==> src/rtl/pcs_symbols_pkg.sv <==
// Shared PCS symbol vocabulary: K-codes, scheduler state and grant encodings.
// Latency: n/a (definitions only).
// Backpressure: n/a (definitions only).
package pcs_symbols_pkg;

   // K-codes, shared with the receive demux classifier
   localparam logic [7:0] K_COM  = 8'hBC;
   localparam logic [7:0] K_STP  = 8'hFB;
   localparam logic [7:0] K_SDP  = 8'h5C;
   localparam logic [7:0] K_SKP  = 8'h1C;
   localparam logic [7:0] K_END  = 8'hFD;
   localparam logic [7:0] K_EDB  = 8'hFE;
   localparam logic [7:0] K_IDLE = 8'h7C;

   typedef enum logic [2:0] {
      ST_ARB,
      ST_SKP_SYM,
      ST_TLP_DATA,
      ST_TLP_END,
      ST_TLP_DISCARD,
      ST_DLLP_DATA,
      ST_DLLP_END,
      ST_DLLP_DISCARD
   } sched_state_t;

   typedef enum logic {
      GNT_TLP,
      GNT_DLLP
   } grant_t;

   // One lane symbol: control flag plus byte
   typedef struct packed {
      logic       k;
      logic [7:0] data;
   } sym_t;

   function automatic sym_t k_sym(input logic [7:0] code);
      k_sym.k    = 1'b1;
      k_sym.data = code;
   endfunction

   function automatic sym_t d_sym(input logic [7:0] b);
      d_sym.k    = 1'b0;
      d_sym.data = b;
   endfunction

endpackage

==> src/rtl/tx_symbol_scheduler_skp_timer.sv <==
// SKP interval timer: counts enabled cycles and tracks owed SKP ordered sets (0..3).
// Latency: skp_owed updates the cycle after a wrap or consume.
// Backpressure: none; frozen while enb=0, consume only honoured when enabled.
module skp_timer #(
   parameter int SKP_INTERVAL = 1180
) (
   input  logic       clk,
   input  logic       rst,
   input  logic       enb,
   input  logic       consume,
   output logic [1:0] skp_owed
);

   localparam int TW = $clog2(SKP_INTERVAL);

   logic [TW-1:0] timer;
   logic          wrap;

   assign wrap = enb && (timer == TW'(SKP_INTERVAL - 1));

   // Interval counter, 0..SKP_INTERVAL-1, advancing only on enabled cycles
   always_ff @(posedge clk) begin
      if (rst)
         timer <= '0;
      else if (enb)
         timer <= wrap ? '0 : timer + 1'b1;
   end

   // Owed count: saturating increment on wrap, decrement on COM; both together cancel
   always_ff @(posedge clk) begin
      if (rst)
         skp_owed <= 2'd0;
      else if (enb) begin
         if (wrap && !consume && skp_owed != 2'd3)
            skp_owed <= skp_owed + 2'd1;
         else if (consume && !wrap && skp_owed != 2'd0)
            skp_owed <= skp_owed - 2'd1;
      end
   end

endmodule

==> src/rtl/tx_symbol_scheduler.sv <==
// Lane symbol scheduler: frames TLP/DLLP bytes, inserts SKP sets, fills with IDLE, marks aborts with EDB.
// Latency: symbol chosen in cycle n is on tx_data/tx_k in n+1; start symbol costs one cycle before the first byte.
// Backpressure: ready is a pure function of state and enb; a missing byte mid-packet aborts with EDB and drains.
module tx_symbol_scheduler
   import pcs_symbols_pkg::*;
#(
   parameter int SKP_INTERVAL = 1180,
   parameter int SKP_COUNT    = 3
) (
   input  logic       clk,
   input  logic       rst,
   input  logic       enb,
   input  logic       tlp_valid,
   input  logic [7:0] tlp_data,
   input  logic       tlp_last,
   output logic       tlp_ready,
   input  logic       dllp_valid,
   input  logic [7:0] dllp_data,
   input  logic       dllp_last,
   output logic       dllp_ready,
   output logic [7:0] tx_data,
   output logic       tx_k,
   output logic       tx_valid,
   output logic       err_underrun,
   output logic [1:0] skp_owed
);

   sched_state_t state, state_nxt;
   grant_t       last_grant, grant_nxt;
   logic [2:0]   skp_cnt, skp_cnt_nxt;
   sym_t         sym_nxt;
   logic         err_nxt;
   logic         consume;
   logic         skp_due;
   logic         pick_dllp;
   logic         pick_tlp;

   skp_timer #(
      .SKP_INTERVAL(SKP_INTERVAL)
   ) u_skp_timer (
      .clk      (clk),
      .rst      (rst),
      .enb      (enb),
      .consume  (consume),
      .skp_owed (skp_owed)
   );

   assign tlp_ready  = enb && (state == ST_TLP_DATA  || state == ST_TLP_DISCARD);
   assign dllp_ready = enb && (state == ST_DLLP_DATA || state == ST_DLLP_DISCARD);

   // Clock compensation always wins arbitration; owed sets drain before any new grant
   assign skp_due   = (skp_owed != 2'd0);
   assign consume   = enb && (state == ST_ARB) && skp_due;
   // Round-robin between sources when both are ready to start
   assign pick_dllp = dllp_valid && (!tlp_valid || last_grant == GNT_TLP);
   assign pick_tlp  = tlp_valid && !pick_dllp;

   // State register: everything freezes while enb is low
   always_ff @(posedge clk) begin
      if (rst) begin
         state      <= ST_ARB;
         last_grant <= GNT_TLP;
         skp_cnt    <= 3'd0;
      end else if (enb) begin
         state      <= state_nxt;
         last_grant <= grant_nxt;
         skp_cnt    <= skp_cnt_nxt;
      end
   end

   // Next-state: arbitration, SKP run length, packet framing and abort drain
   always_comb begin
      state_nxt   = state;
      grant_nxt   = last_grant;
      skp_cnt_nxt = skp_cnt;
      case (state)
         ST_ARB: begin
            if (skp_due) begin
               state_nxt   = ST_SKP_SYM;
               skp_cnt_nxt = 3'd0;
            end else if (pick_dllp) begin
               state_nxt = ST_DLLP_DATA;
               grant_nxt = GNT_DLLP;
            end else if (pick_tlp) begin
               state_nxt = ST_TLP_DATA;
               grant_nxt = GNT_TLP;
            end
         end
         ST_SKP_SYM: begin
            if (skp_cnt == 3'(SKP_COUNT - 1))
               state_nxt = ST_ARB;
            else
               skp_cnt_nxt = skp_cnt + 3'd1;
         end
         ST_TLP_DATA: begin
            if (!tlp_valid)
               state_nxt = ST_TLP_DISCARD;
            else if (tlp_last)
               state_nxt = ST_TLP_END;
         end
         ST_TLP_DISCARD: begin
            if (tlp_valid && tlp_last)
               state_nxt = ST_ARB;
         end
         ST_DLLP_DATA: begin
            if (!dllp_valid)
               state_nxt = ST_DLLP_DISCARD;
            else if (dllp_last)
               state_nxt = ST_DLLP_END;
         end
         ST_DLLP_DISCARD: begin
            if (dllp_valid && dllp_last)
               state_nxt = ST_ARB;
         end
         default: state_nxt = ST_ARB;   // both END states return to arbitration
      endcase
   end

   // Output decode: the symbol to emit this cycle and the underrun flag
   always_comb begin
      sym_nxt = k_sym(K_IDLE);
      err_nxt = 1'b0;
      case (state)
         ST_ARB: begin
            if (skp_due)
               sym_nxt = k_sym(K_COM);
            else if (pick_dllp)
               sym_nxt = k_sym(K_SDP);
            else if (pick_tlp)
               sym_nxt = k_sym(K_STP);
         end
         ST_SKP_SYM: sym_nxt = k_sym(K_SKP);
         ST_TLP_DATA: begin
            if (tlp_valid)
               sym_nxt = d_sym(tlp_data);
            else begin
               sym_nxt = k_sym(K_EDB);
               err_nxt = 1'b1;
            end
         end
         ST_DLLP_DATA: begin
            if (dllp_valid)
               sym_nxt = d_sym(dllp_data);
            else begin
               sym_nxt = k_sym(K_EDB);
               err_nxt = 1'b1;
            end
         end
         ST_TLP_END, ST_DLLP_END: sym_nxt = k_sym(K_END);
         default: sym_nxt = k_sym(K_IDLE);   // discard states fill with IDLE
      endcase
   end

   // Registered lane outputs; symbol holds and valid drops while disabled
   always_ff @(posedge clk) begin
      if (rst) begin
         tx_data      <= 8'h00;
         tx_k         <= 1'b0;
         tx_valid     <= 1'b0;
         err_underrun <= 1'b0;
      end else begin
         tx_valid     <= enb;
         err_underrun <= enb && err_nxt;
         if (enb) begin
            tx_data <= sym_nxt.data;
            tx_k    <= sym_nxt.k;
         end
      end
   end

endmodule

==> config.mk <==
export PLATFORM = sky130hd
export DESIGN_NAME = tx_symbol_scheduler
export DESIGN_NICKNAME = d
export VERILOG_FILES = /design/src/rtl/pcs_symbols_pkg.sv /design/src/rtl/tx_symbol_scheduler_skp_timer.sv /design/src/rtl/tx_symbol_scheduler.sv
export SDC_FILE = /design/constraint.sdc
export NUM_CORES = 1
export LEC_CHECK = 0
export ABC_AREA = 1
export CORE_UTILIZATION = 30
export DETAILED_ROUTE_END_ITERATION = 16
export PLACE_DENSITY_LB_ADDON = 0.1
export SETUP_SLACK_MARGIN = 0.1
export SLEW_MARGIN = 20
export SYNTH_ARGS = -nofsm -noshare
export SYNTH_HDL_FRONTEND = slang
export SYNTH_SLANG_ARGS = --single-unit
==> constraint.sdc <==
create_clock -name clk -period 3.5 [get_ports clk]
set_input_delay 0.525 -clock clk [delete_from_list [all_inputs] [get_ports clk]]
set_output_delay 0.525 -clock clk [all_outputs]
set_load 0.05 [all_outputs]
==> impl_metrics.csv <==
group,metric,value,unit
setup_path,cp.arrival,1760,ps
grt,grt_pass1_wl,8610,um
timing,setup_ws,1220,ps
cts,post_cts_resized,0,
min_path,min_path_type,"register to register",
detailed_routing,dr.pass1.iters,4,
timing,fin_setup_tns,0,ps
finish,drive_above_1_share,0.146,
setup_path,r2r_cells,10,
pwr,p_leak,0.00105,uW
cts,htree_levels,2,
finish,antenna_cells,0,
yosys,syn_area_per_cell,6.82,um2
cts,clk_latency,290,ps
yosys,synthMuxAreaShare,0,
die,core,6060,um2
detailed_routing,drtAntennaViolNets,0,
yosys,yosys_most_used_dff,"dfxtp_1",
timing,holdWs,465,ps
yosys,synth_edf_count,0,
yosys,synth_common_cells,"nand2_1, nor2_1, dfxtp_1",
die,fp.dieH,82.0,um
pwr,vdd_drop_max,0.000287,V
setup_path,end_kind,"primary output",
detailed_routing,vias,1910,
timing,maxSlewHeadroom,0.665,
cts,cts-root-buf,"clkbuf_8",
pwr,p_total,1510,uW
timing,slew_violations,0,
min_path,hold_start,"tx_data[1]$_SDFFE_PP0P_",
min_path,min_path_cells,2,
cts,numCtsBuffers,5,
grt,grt_max_degree,20,
yosys,synth_area_leaders,"dfxtp_1, nand2_1, nor2_1, nand3_1, a21oi_1",
timing,finalHoldViolCount,0,
timing,setup_violations,0,
pwr,p_per_area,607,nW/um2
setup_path,crit_type,"primary input to primary output",
setup_path,reg2reg_to,"u_skp_timer.timer[10]$_SDFFE_PP0P_",
die,die_w,82.0,um
yosys,netlist_area,1920,um2
yosys,synth_fa_ha_area_frac,0.0195,
yosys,synth-xor-area-share,0.0182,
placed_design,io_buffer_count,37,
timing,rsz0062_at_grt,"no",
yosys,yosys_register_bits,31,
yosys,synth_fp_nets,308,
timing,skew,4.24,ps
yosys,synth_most_common_cell,"nand2_1",
yosys,synth_top_family_by_area,"simple AND/OR/NAND/NOR gates",
die,die_area,6730,um2
setup_path,r2r_slack,1880,ps
grt,gr-total-overflow,0,
cts,postCtsSetupRepairBufs,0,
yosys,ys_seq_area_frac,0.323,
run_status,outcome,"finished clean",
timing,worst_pin_slew,501,ps
yosys,synth_warnings,0,
detailed_routing,wl,5250,um
yosys,syn_inst,282,
min_path,worstHoldEndpoint,"tx_data[1]$_SDFFE_PP0P_",
yosys,async_flop_share,0,
placed_design,dp_hpwl,3870,um
detailed_routing,avgViaCountPerCell,4.81,
cts,clkTransAtPathRegs,70,ps
die,initial_utilization,0.317,
grt,antenna_found_initial,0,
yosys,yosysTopAreaCellShare,0.323,
detailed_routing,drt_iter0_markers,106,
detailed_routing,wl_per_cell,13.2,um
timing,period_needed,2280,ps
grt,grt_pass1_vias,1859,
setup_path,r2r_start,"u_skp_timer.timer[1]$_SDFFE_PP0P_",
placed_design,post-place-ws,1220,ps
yosys,synthSimpleGateAreaFrac,0.432,
cts,cts_hold_buf,0,
finish,fin_nets,347,
yosys,synth_cell_types,33,
placed_design,globalplace.congestion,0.788,
die,core.rowCount,28,
timing,period_share,0.653,
setup_path,required,2970,ps
cts,tritoncts,"done",
cts,clock_sinks,31,
die,ioPinCount,38,
finish,syn_to_final_growth,29.7,%
yosys,synth-compound-area-share,0.134,
flow_run,drv_cap,0,
grt,track_usage,0.172,
detailed_routing,drc,0,
setup_path,start_kind,"primary input",
timing,fmax,0.438,GHz
yosys,yosysTopAreaCell,"dfxtp_1",
cts,cts_max_path_buffers,2,
setup_path,worstPathMaxFanout,19,
==> stage by stage <==
step,util,std cells,instance area (um2)
2_1_floorplan,-,282,1920
3_3_place_gp,0.392,389,2370
3_5_place_dp,0.392,389,2370
4_1_cts,0.411,397,2490
5_1_grt,0.411,397,2490
6_report,0.411,397,2490
==> worst max-delay path by stage <==
| stage | start | endpoint | slack (ps) |
|---|---|---|---|
| 4_1_cts | enb | dllp_ready | 1220 |
| 5_1_grt | enb | dllp_ready | 1160 |
| 2_1_floorplan | enb | dllp_ready | 880 |
| 6_report | enb | dllp_ready | 1220 |
| 3_5_place_dp | enb | dllp_ready | 1220 |
| 3_3_place_gp | enb | dllp_ready | 1230 |
==> placed cells by master (no fill, tap or decap), types with 3 or more instances in the layout <==
cell and instances:
inv_2 6, nand2_1 52, nand2_4 3, nor2_2 4, a21oi_1 18, nand2_2 7, ha_1 3, clkbuf_8 6
nor2_4 6, nand3_1 21, xor2_1 3, dfxtp_1 31, o21ai_1 3, nor3_1 7, a31oi_1 5, nand4_1 8
o21ai_0 17, clkdlybuf4s50_1 35, inv_1 21, nor2_1 47
==> routing by layer <==
| layer | wire length [um] | track usage | up-vias |
|---|---|---|---|
| met5 | 0 | 0 | - |
| met4 | 93 | 0.0719 | 0 |
| met3 | 264 | 0.0489 | 10 |
| met2 | 2410 | 0.280 | 49 |
| met1 | 2480 | 0.210 | 850 |
| li1 | - | - | 1001 |
==> worst max-delay path, cell delays in order <==
cell and delay, ps:
clkdlybuf4s50_1 490, inv_2 170, nor3_1 370, buf_12 180
==> registers in the layout (all words and copies together) (netlist names) <==
signal and count:
err_underrun 1, last_grant 1, skp_cnt 3, state 3
tx_data 8, tx_k 1, tx_valid 1, u_skp_timer.skp_owed 2
u_skp_timer.timer 11
==> logic make-up after synthesis <==
family,count (synthesis)
simple gates,162
compound gates,47
buf+inv,35
flops,31
xor+xnor,4
fa+ha+maj,3
==> power breakdown <==
group	total, uW	internal [uW]	leakage, uW	switching (uW)
sequential	448	402	0.000254	46.7
clock	376	230	0.0000612	145
combinational	689	238	0.000733	450
==> final cells by class <==
type / count / area [um2]
fill: 642 / 3570
multi-input combinational: 216 / 1160
sequential: 31 / 621
timing repair buffer: 38 / 385
inverter: 29 / 114
tap: 75 / 93.8
clock buffer: 6 / 82.6
clock inverter: 2 / 35.0
Note: power is estimated with default switching activity, not from simulation.
